<file path="src/rtl/rf_pow_pkg.sv">
// Shared state types, sizing helper and readout map layout for the RF power averager.
package rf_pow_pkg;

   typedef enum logic [1:0] {SETTLE, ACQ, STORE, ADVANCE} seq_state_t;
   typedef enum logic [2:0] {S_IDLE, S_CONV, S_WAIT, S_READ, S_CAP} smp_state_t;

   localparam int CONV_CLKS = 2;
   localparam int READ_CLKS = 2;
   localparam int AVG_OFS   = 0;

   function automatic int clog2(input int value);
      int r;
      r = 0;
      while ((1 << r) < value) r++;
      return r;
   endfunction

   // Readout map: averages first, then peaks, then the frame counter.
   function automatic int pk_ofs(input int n_ch);
      return AVG_OFS + n_ch;
   endfunction

   function automatic int cnt_addr(input int n_ch);
      return AVG_OFS + 2 * n_ch;
   endfunction

endpackage

</file>
<file path="src/rtl/ad_conv_hs.sv">
// Serial-handshake ADC sample FSM: convert strobe, busy wait with timeout, read strobe, capture.
module ad_conv_hs import rf_pow_pkg::*; #(
   parameter int ADC_W    = 12,
   parameter int BUSY_TMO = 255
) (
   input  logic             CLK,
   input  logic             RST,
   // req is held while a sample is wanted; ack pulses in the cycle the request is taken;
   // valid pulses once with data; tmo pulses once when a conversion is abandoned.
   input  logic             req,
   output logic             ack,
   output logic [ADC_W-1:0] data,
   output logic             valid,
   output logic             tmo,
   input  logic             AD_nBusy,
   input  logic [ADC_W-1:0] AData,
   output logic             AD_nCONVST,
   output logic             AD_nRD,
   output smp_state_t       state
);

   localparam int TW = clog2(BUSY_TMO + 1);

   smp_state_t       state_q, state_d;
   logic [TW-1:0]    cnt_q, cnt_d;
   logic [ADC_W-1:0] data_q;

   always_comb begin
      state_d = state_q;
      cnt_d   = cnt_q;
      ack     = 1'b0;
      valid   = 1'b0;
      tmo     = 1'b0;
      case (state_q)
         S_IDLE: begin
            if (req && AD_nBusy) begin
               state_d = S_CONV;
               cnt_d   = '0;
               ack     = 1'b1;
            end
         end
         S_CONV: begin
            if (cnt_q == TW'(CONV_CLKS - 1)) begin
               state_d = S_WAIT;
               cnt_d   = '0;
            end else begin
               cnt_d = cnt_q + 1'b1;
            end
         end
         S_WAIT: begin
            if (AD_nBusy) begin
               state_d = S_READ;
               cnt_d   = '0;
            end else if (cnt_q == TW'(BUSY_TMO - 1)) begin
               state_d = S_IDLE;
               tmo     = 1'b1;
            end else begin
               cnt_d = cnt_q + 1'b1;
            end
         end
         S_READ: begin
            if (cnt_q == TW'(READ_CLKS - 1)) begin
               state_d = S_CAP;
               cnt_d   = '0;
            end else begin
               cnt_d = cnt_q + 1'b1;
            end
         end
         S_CAP: begin
            valid   = 1'b1;
            state_d = S_IDLE;
         end
         default: state_d = S_IDLE;
      endcase
   end

   // Strobes are registered from the next state so the ADC pins never glitch.
   always_ff @(posedge CLK) begin
      if (RST) begin
         state_q    <= S_IDLE;
         cnt_q      <= '0;
         data_q     <= '0;
         AD_nCONVST <= 1'b1;
         AD_nRD     <= 1'b1;
      end else begin
         state_q    <= state_d;
         cnt_q      <= cnt_d;
         AD_nCONVST <= (state_d != S_CONV);
         AD_nRD     <= (state_d != S_READ);
         if (state_q == S_READ && state_d == S_CAP) data_q <= AData;
      end
   end

   assign data  = data_q;
   assign state = state_q;

endmodule

</file>
<file path="src/rtl/rf_power_avg_seq.sv">
// Multichannel RF power averager: steps the mux, averages 2**LOG2_AVG samples per channel,
// keeps average and peak per channel and serves them through a registered readout port.
module rf_power_avg_seq import rf_pow_pkg::*; #(
   parameter int N_CH        = 8,
   parameter int ADC_W       = 12,
   parameter int LOG2_AVG    = 12,
   parameter int SAMPLE_DIV  = 16,
   parameter int SETTLE_CLKS = 64,
   parameter int BUSY_TMO    = 255,
   parameter int RAD_W       = 5
) (
   input  logic                     CLK,
   input  logic                     RST,
   input  logic [N_CH-1:0]          ch_mask,
   input  logic                     AD_nBusy,
   input  logic [ADC_W-1:0]         AData,
   output logic [clog2(N_CH)-1:0]   MUXSel,
   output logic                     AD_nCONVST,
   output logic                     AD_nCS,
   output logic                     AD_nRD,
   input  logic [RAD_W-1:0]         RAD,
   output logic [15:0]              RFPWR,
   output logic                     frame_done,
   output logic                     tmo_err,
   output seq_state_t               seq_state,
   output smp_state_t               smp_state
);

   localparam int CH_W  = clog2(N_CH);
   localparam int ACC_W = ADC_W + LOG2_AVG;
   localparam int CNT_W = LOG2_AVG + 1;
   localparam int SET_W = clog2(SETTLE_CLKS + 1);
   localparam int DIV_W = clog2(SAMPLE_DIV);
   localparam logic [CNT_W-1:0] N_AVG = CNT_W'(1) << LOG2_AVG;
   localparam logic [ACC_W-1:0] HALF  = ACC_W'(1) << (LOG2_AVG - 1);

   seq_state_t       seq_q, seq_d;
   logic [CH_W-1:0]  ch_q, nxt_ch, pk_idx;
   logic             nxt_wrap;
   logic [SET_W-1:0] set_cnt;
   logic [DIV_W-1:0] div_cnt;
   logic [CNT_W-1:0] smp_cnt;
   logic             req_pend, stored_q;
   logic [ACC_W-1:0] acc;
   logic [ADC_W-1:0] peak, avg_rnd, cdata;
   logic [ADC_W-1:0] avg_bank [N_CH];
   logic [ADC_W-1:0] pk_bank  [N_CH];
   logic [15:0]      frame_cnt;
   logic             req, ack, valid, tmo;

   ad_conv_hs #(.ADC_W(ADC_W), .BUSY_TMO(BUSY_TMO)) u_conv (
      .CLK        (CLK),
      .RST        (RST),
      .req        (req),
      .ack        (ack),
      .data       (cdata),
      .valid      (valid),
      .tmo        (tmo),
      .AD_nBusy   (AD_nBusy),
      .AData      (AData),
      .AD_nCONVST (AD_nCONVST),
      .AD_nRD     (AD_nRD),
      .state      (smp_state)
   );

   assign req     = req_pend && (smp_cnt < N_AVG) && (seq_q == ACQ);
   assign avg_rnd = ADC_W'((acc + HALF) >> LOG2_AVG);
   assign pk_idx  = CH_W'(RAD - RAD_W'(pk_ofs(N_CH)));

   // Nearest enabled channel above the current one, with wrap; staying put counts as a wrap.
   always_comb begin
      int j;
      j        = 0;
      nxt_ch   = ch_q;
      nxt_wrap = 1'b1;
      for (int i = N_CH - 1; i >= 1; i--) begin
         j = (int'(ch_q) + i) % N_CH;
         if (ch_mask[CH_W'(j)]) begin
            nxt_ch   = CH_W'(j);
            nxt_wrap = (int'(ch_q) + i) >= N_CH;
         end
      end
   end

   always_comb begin
      seq_d = seq_q;
      case (seq_q)
         SETTLE: begin
            if (ch_mask != '0) begin
               if (!ch_mask[ch_q])                            seq_d = ADVANCE;
               else if (set_cnt == SET_W'(SETTLE_CLKS - 1))   seq_d = ACQ;
            end
         end
         ACQ:     if (smp_cnt == N_AVG && smp_state == S_IDLE) seq_d = STORE;
         STORE:   seq_d = ADVANCE;
         ADVANCE: seq_d = SETTLE;
         default: seq_d = SETTLE;
      endcase
   end

   always_ff @(posedge CLK) begin
      if (RST) begin
         seq_q      <= SETTLE;
         ch_q       <= '0;
         set_cnt    <= '0;
         div_cnt    <= '0;
         smp_cnt    <= '0;
         req_pend   <= 1'b0;
         stored_q   <= 1'b0;
         acc        <= '0;
         peak       <= '0;
         frame_cnt  <= '0;
         frame_done <= 1'b0;
         tmo_err    <= 1'b0;
         for (int i = 0; i < N_CH; i++) begin
            avg_bank[i] <= '0;
            pk_bank[i]  <= '0;
         end
      end else begin
         seq_q      <= seq_d;
         frame_done <= 1'b0;
         if (tmo) tmo_err <= 1'b1;
         case (seq_q)
            SETTLE: begin
               div_cnt <= '0;
               if (seq_d == SETTLE && ch_mask != '0) set_cnt <= set_cnt + 1'b1;
               else                                  set_cnt <= '0;
            end
            ACQ: begin
               div_cnt <= (div_cnt == DIV_W'(SAMPLE_DIV - 1)) ? '0 : div_cnt + 1'b1;
               // A new tick re-arms the request even if the previous one is taken this cycle.
               if (div_cnt == '0) req_pend <= 1'b1;
               else if (ack)      req_pend <= 1'b0;
               if (valid) begin
                  acc     <= acc + ACC_W'(cdata);
                  smp_cnt <= smp_cnt + 1'b1;
                  if (cdata > peak) peak <= cdata;
               end
            end
            STORE: begin
               avg_bank[ch_q] <= avg_rnd;
               pk_bank[ch_q]  <= peak;
               acc            <= '0;
               peak           <= '0;
               smp_cnt        <= '0;
               req_pend       <= 1'b0;
               stored_q       <= 1'b1;
            end
            ADVANCE: begin
               ch_q <= nxt_ch;
               if (nxt_wrap) begin
                  stored_q <= 1'b0;
                  if (stored_q) begin
                     frame_done <= 1'b1;
                     frame_cnt  <= frame_cnt + 1'b1;
                  end
               end
            end
            default: ;
         endcase
      end
   end

   // Reads see the bank before any same-edge STORE, so a collision returns the old value.
   always_ff @(posedge CLK) begin
      if (RST)                                     RFPWR <= '0;
      else if (RAD < RAD_W'(N_CH))                 RFPWR <= 16'(avg_bank[RAD[CH_W-1:0]]);
      else if (RAD < RAD_W'(cnt_addr(N_CH)))       RFPWR <= 16'(pk_bank[pk_idx]);
      else if (RAD == RAD_W'(cnt_addr(N_CH)))      RFPWR <= frame_cnt;
      else                                         RFPWR <= '0;
   end

   assign MUXSel    = ch_q;
   assign AD_nCS    = 1'b0;
   assign seq_state = seq_q;

endmodule

</file>
<file path="config.mk">
export PLATFORM = sky130hd
export DESIGN_NAME = rf_power_avg_seq
export DESIGN_NICKNAME = d
export VERILOG_FILES = /design/src/rtl/rf_pow_pkg.sv /design/src/rtl/ad_conv_hs.sv /design/src/rtl/rf_power_avg_seq.sv
export SDC_FILE = /design/constraint.sdc
export NUM_CORES = 1
export LEC_CHECK = 0
export ABC_AREA = 1
export BUFFER_PORTS_ARGS = -buffer_cell sky130_fd_sc_hd__buf_2
export CORE_ASPECT_RATIO = 1.25
export CORE_MARGIN = 2
export CORE_UTILIZATION = 30
export DETAILED_ROUTE_END_ITERATION = 8
export SLEW_MARGIN = 20
export SYNTH_ARGS = -nofsm -noshare
export SYNTH_HDL_FRONTEND = slang
export SYNTH_HIERARCHICAL = 1
export SYNTH_SLANG_ARGS = --single-unit
</file>
<file path="constraint.sdc">
create_clock -name CLK -period 2.8 [get_ports CLK]
set_clock_uncertainty 0.1 [all_clocks]
set_input_delay 0.14 -clock CLK [delete_from_list [all_inputs] [get_ports CLK]]
set_output_delay 0.14 -clock CLK [all_outputs]
set_load 0.01 [all_outputs]
</file>
Word-level counts from Yosys, hierarchy flattened --
Memory sizes are Yosys's and may differ from the RTL's. Cells that the tools add are included.
Word-level totals: bits in writable memories 192, memories kept 2, output and inout bits 29, input port bits 28, register bits after elaboration 126, logic and storage cells 197
Operators by class: $add $sub $neg 15, eq/ne operators 22, $lt $le $gt $ge 19, bitwise logic cells 3, reductions and logical operators 28, mux-type cells 89
Memory list:
- avg_bank | depth 8, width 12, rd ports 1, clocked after memory_dff 0, wr ports 8, line rf_power_avg_seq.sv:46 | logic [ADC_W-1:0] avg_bank [N_CH];
- pk_bank | depth 8, width 12, rd ports 1, clocked after memory_dff 0, wr ports 8, line rf_power_avg_seq.sv:47 | logic [ADC_W-1:0] pk_bank [N_CH];
Operators by type and width (count):
- $mux 12 | 7
- $pmux 24 s2 | 1
- $mux 3 | 14
- $mux 1 | 39
- $lt 3x5->1 const B | 7
- $mux 8 | 4
- $ge 4x4->1 const B | 7
- $pmux 13 s2 | 1
- $add 24x12->24 | 1
- $add 24x12->24 const B | 1
- $bmux 1 s3 | 8
- $mux 24 | 1
- $pmux 12 s2 | 1
- $pmux 8 s3 | 1
- $reduce_or 12->1 | 2
- $add 16x1->16 const B | 1
- $add 3x3->4 const B | 4
- $add 13x1->13 const B | 1
- $eq 13x13->1 const B | 1
- $lt 13x13->1 const B | 1
- $mux 13 | 1
- $gt 12x12->1 | 1
- $pmux 3 s4 | 1
- $reduce_and 3->1 | 3
- other kinds (43) | 67

Depth between registers and ports, before layout --
Gate-level depths: netlist of run 1.
depth after elaboration 13, mapped depth 19, gate-level depth less buffers 17

Modules after synthesis --
Netlist of run 1, hierarchy kept.
By module, submodules not included:
- rf_power_avg_seq | cells an instance 1581, sequential area each 7787.5 sq um, area each 14587.7 sq um, times used 1
- ad_conv_hs | cells an instance 203, sequential area each 500.5 sq um, area each 1328.8 sq um, times used 1

Worst setup path after synthesis of run 1 --
No wires, ideal clock.
path type register to register, from register seq_q[0], in the netlist seq_state[0], to memory avg_bank[0][0], enable pin, setup time 0.381 ns, data required time 2.319 ns, path buffers 1, arrival 2.029 ns, clock period less this slack 2.510 ns, stages on the path, launching flop included 8, setup slack 0.290 ns, cells stage by stage dfxtp_1 -> inv_1 -> ha_1 -> inv_1 -> nor3_1 -> nand2_1 -> clkbuf_1 -> nand2_1
RTL lines:
- start: declaration | line rf_power_avg_seq.sv:37 | seq_state_t seq_q, seq_d;
- start signal: assignment | line rf_power_avg_seq.sv:120 | seq_q <= seq_d;
- end: declaration | line rf_power_avg_seq.sv:46

Worst setup path in the final report of run 1 --
from register ch_q[0], in the netlist MUXSel[0], to register frame_cnt[9]
Between the ends: word-level cells in the longest chain between the ends 12, elaborated cells on any way between the ends 43, those cells by class 7 x add/sub; 7 x order compare; 28 x mux; 1 x reduce/logical
Ends and longest elaborated chain:
- start: declaration | line rf_power_avg_seq.sv:38 | logic [CH_W-1:0] ch_q, nxt_ch, pk_idx;
- start signal: assignment | line rf_power_avg_seq.sv:150 | ch_q <= nxt_ch;
- $add 3x3->4 | line rf_power_avg_seq.sv:80 | nxt_wrap = (int'(ch_q) + i) >= N_CH;
- $bmux 1 s3 | line rf_power_avg_seq.sv:78 | if (ch_mask[CH_W'(j)]) begin
- $mux 1 (implied by the code) (2 in a row) | line rf_power_avg_seq.sv:78
- $mux 1 (6 in a row) | line rf_power_avg_seq.sv:78
- $mux 1 * | line rf_power_avg_seq.sv:78
- $reduce_and 3->1 (no source line) *
- end signal: assignment | line rf_power_avg_seq.sv:155 | frame_cnt <= frame_cnt + 1'b1;
- end: declaration | line rf_power_avg_seq.sv:48 | logic [15:0] frame_cnt;
Mark *: on every way between the ends. The rest lies on a longest branch, timed or not. The select of a mux whose other input is x is not followed. A chain may end at the register's enable or synchronous reset.

==> impl_metrics.env, run 1 <==
export IMPL_grt_pass1_wl_mm=68.9
export IMPL_path_clk_slew_ns=0.06
export IMPL_ctsRootBufferMaster="clkbuf_16"
export IMPL_finalMaxSlewViolations=0
export IMPL_drive_above_1_share_pct=12.7
export IMPL_via_per_inst=5.01
export IMPL_rr_startpoint="MUXSel[0]"
export IMPL_synth_edf_count=192
export IMPL_m1WireLength_mm=19.0
export IMPL_final_setup_worst_slack_ns=0.271
export IMPL_min_path_type="in -> reg"
export IMPL_dr_wl_met2_mm=21.9
export IMPL_cts_max_level=2
export IMPL_rrSetupSlack_ns=0.27
export IMPL_ys_types=53
export IMPL_cp_required_ns=3.20
export IMPL_netlist_instances=1784
export IMPL_outcome="completed"
export IMPL_nets=1948
export IMPL_drc=0
export IMPL_clockBufferDepth=3
export IMPL_dr_total_vias=12882
export IMPL_finalHoldWorstSlack_ns=0.0744
export IMPL_routed_wl_mm=44.5
export IMPL_post_dp_hpwl_mm=28.8
export IMPL_setup_violations=0
export IMPL_die_area_um2=54900
export IMPL_power_mw=11.9
export IMPL_rsz0062_at_grt="no"
export IMPL_leakagePower_nw=6.80
export IMPL_min_delay_start="RAD[3]"
export IMPL_hold_path_end="RFPWR[0]"
export IMPL_placementRows=94
export IMPL_placed_area_um2=17300
export IMPL_diodes=0
export IMPL_clock_latency_ns=0.56
export IMPL_ir_drop_uv=408
export IMPL_yosysTopAreaCellShare_pct=36.2
export IMPL_cap_viol_max_count=0
export IMPL_overflow=0
export IMPL_core_area_um2=52600
export IMPL_cts_sinks=318
export IMPL_synth_area_leader_cell="edfxtp_1"
export IMPL_grt_max_degree=71
export IMPL_hold_depth=5
export IMPL_met3WireLength_mm=2.44
export IMPL_die_h_um=262
export IMPL_cp_max_fo=16
export IMPL_start_util_pct=30.3
export IMPL_finalSetupTns_ns=0
export IMPL_first_iter_violations=823
export IMPL_synth_flop_cell="edfxtp_1"
export IMPL_yosysWarnings=6
export IMPL_endpoint_kind="flop"
export IMPL_synth_top_cells_by_area="edfxtp_1 36%, dfxtp_1 16%, nor2_1 8.6%, nand2_1 5.7%, ha_1 3.6%"
export IMPL_syn_nets=1859
export IMPL_antenna_found_initial=0
export IMPL_power_density_nw_per_um2=644
export IMPL_hold_viol=0
export IMPL_pre_cts_ws_ns=0.267
export IMPL_worst_setup_path_type="reg -> reg"
export IMPL_synth_area_um2=15900
export IMPL_drt_pass1_iter_count=5
export IMPL_start_kind="flop"
export IMPL_area_growth_pct=16.2
export IMPL_avgSynthCellArea_um2=8.92
export IMPL_ant_nets=0
export IMPL_maxSlewHeadroom_pct=41.8
export IMPL_die_w_um=210
export IMPL_layout_commonest_cell="nor2_1"
export IMPL_period_needed_ns=2.53
export IMPL_grt_pass1_vias=12660
export IMPL_numCtsBuffers=36
export IMPL_worstMarginPinSlew_ns=0.874
export IMPL_synth_seq_cells=318
export IMPL_wl_per_cell_um=17.3
export IMPL_grt_usage_pct=16.0
export IMPL_ff2ff_path_depth=15
export IMPL_cts_resized=0
export IMPL_regToRegEndpoint="frame_cnt[9]"
export IMPL_top_level_ports=57
export IMPL_stdcell_area_um2=18500
export IMPL_cts_tree="yes"
export IMPL_routabilityCongestion=0.892
export IMPL_period_share_pct=90.3
export IMPL_mostFrequentLayoutCells="366 x nor2_1, 243 x nand2_1, 192 x edfxtp_1"
export IMPL_fmax_mhz=395
export IMPL_numPortBuffers=55
export IMPL_top_layer="met4"
export IMPL_crit_arrival_ns=2.92
export IMPL_synthArstFlopShare_pct=0
export IMPL_synth_seq_area_share_pct=52.1
==> worst max-delay path by stage <==
stage	slack [ns]	to	start	cells after the start
finish	0.27	frame_cnt[9]	MUXSel[0]	15
global route	0.001	frame_cnt[1]	MUXSel[0]	16
CTS	0.26	frame_cnt[1]	MUXSel[0]	16
detailed placement	0.27	frame_cnt[2]	MUXSel[0]	15
global placement	0.24	frame_cnt[1]	MUXSel[0]	16
floorplan	0.29	avg_bank[0][0]	seq_state[0]	7
==> report_power, final <==
group | leakage (nW) | internal, mW | total [mW] | switching (mW)
registers | 2.96 | 5.17 | 5.29 | 0.118
clock network | 0.533 | 2.57 | 4.51 | 1.93
logic | 3.31 | 0.681 | 2.12 | 1.44
total | 6.80 | 8.42 | 11.9 | 3.49
==> synthesized netlist by cell type (all sizes together), types with 11 or more instances <==
cell type and n:
a21oi 119, xor2 27, o21ai 100, nand4 28
nand3 118, dfxtp 126, clkbuf 55, o221ai 39
mux2i 39, edfxtp 192, inv 130, buf 25
nor2 377, ha 46, nand2 272, nor3 20
o211ai 11, clkinv 13
==> cell families (layout without fill, tap and decap cells) <==
| family | count (synthesis) | in the layout | synth area share (%) |
|---|---|---|---|
| buffers and inverters | 223 | 338 | 5.79 |
| DFF | 318 | 318 | 52.1 |
| muxes | 39 | 39 | 2.45 |
| xor gates and xnor gates | 34 | 34 | 1.99 |
| adders and majority gates | 47 | 47 | 3.74 |
| AOI/OAI and AO/OA | 296 | 296 | 11.2 |
| and+or+nand+nor | 826 | 826 | 22.7 |
| other | 1 | 1 | 0.0236 |
==> stage by stage <==
step / utilization, % / instances
2_1_floorplan: - / 1784
3_3_place_gp: 32.8 / 2493
3_5_place_dp: 32.8 / 2493
4_1_cts: 35.2 / 2571
5_1_grt: 35.2 / 2571
6_report: 35.2 / 2571
==> critical path: stages (launching register included) <==
cell     delay, ns
dfxtp_1       0.42
inv_8         0.08
ha_1          0.48
inv_2         0.11
nand3_1       0.12
nand3_1       0.13
nand2_4       0.12
inv_2         0.05
nand3_1       0.06
nand3_1       0.07
nand2_1       0.07
nand2_2       0.06
nand2_4       0.07
buf_4         0.20
nand4_1       0.13
a21oi_2       0.19
==> area by class of cell <==
class | instances | area (um^2)
clock buffer | 48 | 987
clock inverter | 16 | 110
multi-input combinational | 1243 | 6710
fill | 5243 | 34100
inverter | 143 | 547
timing repair buffer | 131 | 1010
sequential | 318 | 8290
tap | 672 | 841
==> sequential cells by signal, summed over array words and instances, names as in the netlist <==
| register | flops |
|---|---|
| avg_bank | 96 |
| smp_cnt | 13 |
| stored_q | 1 |
| div_cnt | 4 |
| frame_cnt | 16 |
| u_conv/AD_nCONVST | 1 |
| u_conv/state | 3 |
| MUXSel | 3 |
| pk_bank | 96 |
| RFPWR | 16 |
| peak | 12 |
| acc | 24 |
| seq_state | 2 |
| req_pend | 1 |
| u_conv/AD_nRD | 1 |
| set_cnt | 7 |
| u_conv/cnt_q | 8 |
| u_conv/data | 12 |
| frame_done | 1 |
| tmo_err | 1 |
==> per-layer routing <==
| metal | global-route usage, % | vias to the layer above |
|---|---|---|
| met5 | 0 | - |
| met4 | 5.75 | 0 |
| met3 | 2.64 | 77 |
| met2 | 28.4 | 368 |
| met1 | 19.6 | 6155 |
| li1 | - | 6282 |
==> repair_timing <==
action                    CTS  global route
buffers inserted            0             0
hold buffers               14             0
hold endpoints to repair   23             0
Power figures use the tool's default switching activity.
==> run 2, diff against run 1 <==
ABC_AREA = not set   (was 1)
clock period = 3.1 ns   (was 2.8 ns; I/O delays follow)
==> impl_metrics.env, run 2 <==
export IMPL_outcome="completed"
export IMPL_drc=0
export IMPL_cp_slowest_cell="mux4_2"
export IMPL_worstMarginPinSlew_ns=0.918
export IMPL_yosysTopAreaCellShare_pct=36.8
export IMPL_die_h_um=259
export IMPL_cts_sinks=318
export IMPL_nFillCells=5039
export IMPL_reg_top3="avg_bank: 96 flops, pk_bank: 96 flops, acc: 24 flops"
export IMPL_seqCellArea_um2=8300
export IMPL_diodes=0
export IMPL_cap_viol_max_count=0
export IMPL_placementRows=93
export IMPL_start_util_pct=30.4
export IMPL_setup_violations=0
export IMPL_grt_usage_pct=15.1
export IMPL_placed_area_um2=17100
export IMPL_leakagePower_nw=6.57
export IMPL_numCtsBuffers=37
export IMPL_endpoint_kind="flop"
export IMPL_fmax_mhz=323
export IMPL_antenna_found_initial=0
export IMPL_die_area_um2=54100
export IMPL_utilization_pct=35.9
export IMPL_clock_latency_ns=0.56
export IMPL_mostFrequentLayoutCells="271 x nor2_1, 192 x edfxtp_1, 124 x dfxtp_1"
export IMPL_final_cell_count_no_fill=2179
export IMPL_synth_top_cells_by_area="edfxtp_1 37%, dfxtp_1 16%, mux4_2 8.8%, nor2_1 6.5%, ha_1 3.7%"
export IMPL_min_path_type="in -> reg"
export IMPL_synth_seq_cells=318
export IMPL_drive_above_1_share_pct=18.6
export IMPL_critPathMaxStageDelay_ns=0.52
export IMPL_drt_pass1_iter_count=5
export IMPL_synth_seq_area_share_pct=52.9
export IMPL_wl_per_cell_um=18.7
export IMPL_crit_arrival_ns=3.48
export IMPL_avgSynthCellArea_um2=11.4
export IMPL_maxSlewHeadroom_pct=38.6
export IMPL_grt_pass1_wl_mm=64.1
export IMPL_via_per_inst=5.19
export IMPL_rsz0062_at_grt="yes"
export IMPL_cp_required_ns=3.48
export IMPL_synth_area_leader_cell="edfxtp_1"
export IMPL_cp_max_fo=7
export IMPL_netlist_instances=1376
export IMPL_clockBufferDepth=3
export IMPL_power_density_nw_per_um2=569
export IMPL_area_growth_pct=18.0
export IMPL_first_iter_violations=853
export IMPL_post_dp_hpwl_mm=27.1
export IMPL_synth_area_um2=15700
export IMPL_hold_depth=3
export IMPL_nets=1560
export IMPL_overflow=0
export IMPL_power_mw=10.5
export IMPL_yosysMostFrequentCell="nor2_1"
export IMPL_period_share_pct=99.8
export IMPL_worst_setup_path_type="reg -> reg"
export IMPL_ctsRootBufferMaster="clkbuf_16"
export IMPL_cts_max_level=2
export IMPL_synthArstFlopShare_pct=0
export IMPL_finalMaxSlewViolations=0
export IMPL_start_kind="flop"
export IMPL_numPortBuffers=55
export IMPL_yosysWarnings=6
export IMPL_routed_wl_mm=40.8
export IMPL_path_clk_slew_ns=0.06
export IMPL_top_level_ports=57
export IMPL_hold_viol=0
export IMPL_grt_pass1_vias=11367
export IMPL_ff2ff_path_depth=9
export IMPL_multi_input_area_um2=6970
export IMPL_layout_commonest_cell="nor2_1"
export IMPL_ys_types=82
export IMPL_placedCellCount=2096
export IMPL_synth_edf_count=192
export IMPL_cp_cell_sequence="clkinvlp_4 > ha_4 > mux4_2 > and2_4 > o31ai_4 > o311ai_4 > a2111o_1 > or4_4 > a21oi_2"
export IMPL_cts_tree="yes"
export IMPL_dr_total_vias=11304
export IMPL_grt_max_degree=31
export IMPL_stdcell_area_um2=18500
export IMPL_ir_drop_uv=350
export IMPL_die_w_um=208
export IMPL_routabilityCongestion=0.835
export IMPL_synth_flop_cell="edfxtp_1"
export IMPL_core_area_um2=51500
export IMPL_ant_nets=0
export IMPL_syn_nets=1451
export IMPL_period_needed_ns=3.09
export IMPL_synthTopCellsByCount="271 x nor2_1, 192 x edfxtp_1, 126 x dfxtp_1, 66 x nand2_1, 61 x mux4_2"
## run 2: cell count changes in the layout (fill, tap and decap cells not counted), sizes merged, moves of 15 or more
| cell | change |
|---|---|
| nand2 | -206 |
| nor2 | -106 |
| inv | -97 |
| nand3 | -85 |
| a21oi | -66 |
| o21ai | -66 |
| mux4 | +63 |
| o221ai | -38 |
| a211oi | +37 |
| and3 | +23 |
| o31ai | +16 |
| and2 | +15 |
## run 2: cells by family after synthesis
logic type                 after synthesis  synth area share (%)
AOI/OAI and AO/OA                      224                  10.0
xor gates and xnor gates                39                  2.18
adders and majority gates               47                  3.80
buffers and inverters                  116                  3.11
DFF                                    318                  52.9
muxes                                  119                  12.8
other                                    1                0.0239
and+or+nand+nor                        512                  15.1
## run 2: cell type report
type                       count  share of cell area, %
sequential                   318                   44.9
multi-input combinational    942                   37.7
timing repair buffer         140                   5.58
clock buffer                  49                   5.53
tap                          665                   4.50
inverter                      46                  0.954
clock inverter                19                  0.839
## run 2: final timing paths
path | slack (ns) | end | startpoint
setup / recovery | 0.007 | frame_cnt[13] | MUXSel[1]
hold / removal | 0.08 | smp_cnt[0] | RST
setup reg to reg | 0.007 | frame_cnt[13] | MUXSel[1]
hold reg to reg | 0.38 | tmo_err | tmo_err
## run 2: layer usage
layer | GRT usage, % | wire (um)
met1 | 18.1 | 17000
met5 | 0 | 0
met2 | 28.0 | 21200
met4 | 4.18 | 881
met3 | 2.53 | 1810
## run 2: metrics by stage
stage | hold slack, ns | setup TNS, ns | setup slack, ns
finish | 0.0816 | 0 | 0.00659
global route | 0.0759 | -0.312 | -0.0780
CTS | 0.0600 | -0.0153 | -0.00793
detailed placement | 0.291 | -0.227 | -0.0547
global placement | 0.288 | -0.0800 | -0.0319
floorplan | 0.199 | -1.48 | -0.286
## run 2: what timing repair did
item	in CTS	in global routing
hold endpoints to repair	16	0
setup endpoints to repair	5	10
hold buffers	13	0
setup buffers	1	1
pin swaps	5	2
gates resized for setup	6	9
## run 2: critical path: cells and delay by family, from the launching register on
family	cells	cell delay, ns
AO/OA/AOI/OAI	4	1.03
AND/OR/NAND/NOR	2	0.60
multiplexers	1	0.52
flip-flops	1	0.35
adder cells (fa/ha/maj)	1	0.33
buffers and inverters	1	0.10
## run 2: where the power goes
part           internal [mW]  leakage [nW]  switching, mW  total [mW]
Clock                   2.43         0.570           1.79        4.22
Sequential              4.65          2.97         0.0756        4.73
Combinational          0.670          3.03          0.911        1.58
Total                   7.75          6.57           2.77        10.5
==> run 3, diff against run 2 <==
ABC_AREA = 1   (was not set)
GPL_TIMING_DRIVEN = 0   (was not set)
==> impl_metrics.env, run 3 (synthesis gave the netlist of run 1 again) <==
export IMPL_dr_total_vias=13035
export IMPL_cts_tree="yes"
export IMPL_maxSlewHeadroom_pct=36.6
export IMPL_worst_setup_path_type="reg -> reg"
export IMPL_critPathCapture="avg_bank[6][11]"
export IMPL_seqCellArea_um2=8290
export IMPL_crit_family="buffers and inverters"
export IMPL_critPathMaxStageDelay_ns=0.64
export IMPL_core_area_um2=52600
export IMPL_reg_top3="avg_bank: 96 flops, pk_bank: 96 flops, acc: 24 flops"
export IMPL_period_needed_ns=3.04
export IMPL_endpoint_kind="flop"
export IMPL_min_path_type="in -> reg"
export IMPL_cts_sinks=318
export IMPL_antenna_found_initial=1
export IMPL_period_share_pct=98.0
export IMPL_grt_busiest_layer="met2"
export IMPL_cp_num_cells=7
export IMPL_wl_per_cell_um=17.2
export IMPL_nets=1968
export IMPL_die_area_um2=54900
export IMPL_ant_nets=0
export IMPL_cp_required_ns=3.18
export IMPL_rrSetupSlack_ns=0.06
export IMPL_crit_buf_inv=3
export IMPL_finalSetupTns_ns=0
export IMPL_first_iter_violations=1008
export IMPL_via_per_inst=5.03
export IMPL_layout_commonest_cell="nor2_1"
export IMPL_area_growth_pct=16.9
export IMPL_grt_pass1_wl_mm=70.2
export IMPL_power_density_nw_per_um2=609
export IMPL_leakagePower_nw=6.79
export IMPL_cts_setup_buffers=0
export IMPL_outcome="completed"
export IMPL_worstMarginPinSlew_ns=0.944
export IMPL_drc=0
export IMPL_cp_max_fo=24
export IMPL_placementRows=94
export IMPL_overflow=0
export IMPL_grt_usage_pct=16.2
export IMPL_setup_violations=0
export IMPL_rr_startpoint="seq_state[0]"
export IMPL_mostFrequentLayoutCells="366 x nor2_1, 235 x nand2_1, 192 x edfxtp_1"
export IMPL_utilization_pct=35.4
export IMPL_start_util_pct=30.3
export IMPL_fmax_mhz=329
export IMPL_rsz0062_at_grt="no"
export IMPL_ff2ff_path_depth=7
export IMPL_cp_cell_sequence="inv_1 > ha_1 > inv_1 > nor3_2 > nand2_1 > clkbuf_1 > nand2_4"
export IMPL_crit_path_start="seq_state[0]"
export IMPL_stdcell_area_um2=18600
export IMPL_hold_viol=0
export IMPL_routed_wl_mm=44.5
export IMPL_diodes=0
export IMPL_clock_latency_ns=0.55
export IMPL_crit_arrival_ns=3.12
export IMPL_placed_area_um2=17000
export IMPL_top_level_ports=57
export IMPL_ctsRootBufferMaster="clkbuf_16"
export IMPL_nFillCells=5245
export IMPL_numPortBuffers=53
export IMPL_worst_path_most_repeated_cell="inv_1"
export IMPL_die_w_um=210
export IMPL_cap_viol_max_count=0
export IMPL_cp_slowest_cell="clkbuf_1"
export IMPL_final_setup_worst_slack_ns=0.0627
export IMPL_finalMaxSlewViolations=0
export IMPL_post_dp_hpwl_mm=32.7
export IMPL_numCtsBuffers=37
export IMPL_pre_cts_ws_ns=-0.461
export IMPL_die_h_um=262
export IMPL_grt_max_degree=25
export IMPL_final_cell_count_no_fill=2594
export IMPL_clockBufferDepth=3
export IMPL_routabilityCongestion=0.949
export IMPL_regToRegEndpoint="avg_bank[6][11]"
export IMPL_grtUsageMet3_pct=2.71
export IMPL_cts_max_level=2
export IMPL_drt_pass1_iter_count=6
export IMPL_ir_drop_uv=369
export IMPL_multi_input_area_um2=6790
export IMPL_path_clk_slew_ns=0.06
export IMPL_use_met2_pct=28.5
export IMPL_placedCellCount=2509
export IMPL_grt_pass1_vias=12823
export IMPL_gr_usage_met1_pct=20.1
export IMPL_drive_above_1_share_pct=11.8
export IMPL_start_kind="flop"
## run 3: routing by layer
metal,part of all wire (%),up-vias
li1,-,6349
met1,42,6168
met2,49,428
met3,6.5,90
met4,3.1,0
met5,0,-
## run 3: power breakdown
group          switching [mW]  leakage [nW]  internal [mW]  total (mW)
clock network            1.77         0.651           2.90        4.67
registers              0.0906          2.96           4.67        4.76
logic                    1.33          3.17          0.569        1.90
## run 3: repair_timing
action                                 in CTS  in global routing
endpoints found under the hold margin      21                  0
setup endpoints to repair                 202                145
hold buffers                               17                  0
resized for setup                          16                 10
## run 3: through the flow
step	hold WS (ns)	power, mW
finish	0.0922	11.3
detailed placement	0.287	6.72
CTS	0.0801	11.4
floorplan	0.124	6.16
global route	0.140	11.8
global placement	0.291	6.69
## run 3: worst min path at each step
stage / from / end / slack (ns) / cells past startpoint
5_1_grt: ch_mask[2] / set_cnt[1] / 0.14 / 5
3_3_place_gp: AData[9] / u_conv/data[9] / 0.29 / 3
2_1_floorplan: RST / u_conv/cnt_q[1] / 0.12 / 1
4_1_cts: ch_mask[2] / set_cnt[1] / 0.08 / 5
3_5_place_dp: AData[8] / u_conv/data[8] / 0.29 / 3
6_report: ch_mask[2] / set_cnt[1] / 0.09 / 5
## run 3: cell type report
class	instances	share of cell area, %
multi-input cells	1243	36.5
plain buffers	80	2.05
inverters	143	2.94
repair buffers	70	2.34
well taps	672	4.52
clock buffers	53	6.11
clock inverters	15	1.01
flip-flops and latches	318	44.6
## run 3: worst reg2reg max path: stages, from the launching register on
cell	delay [ns]
dfxtp_1	0.41
inv_1	0.11
ha_1	0.27
inv_1	0.35
nor3_2	0.12
nand2_1	0.28
clkbuf_1	0.64
nand2_4	0.40
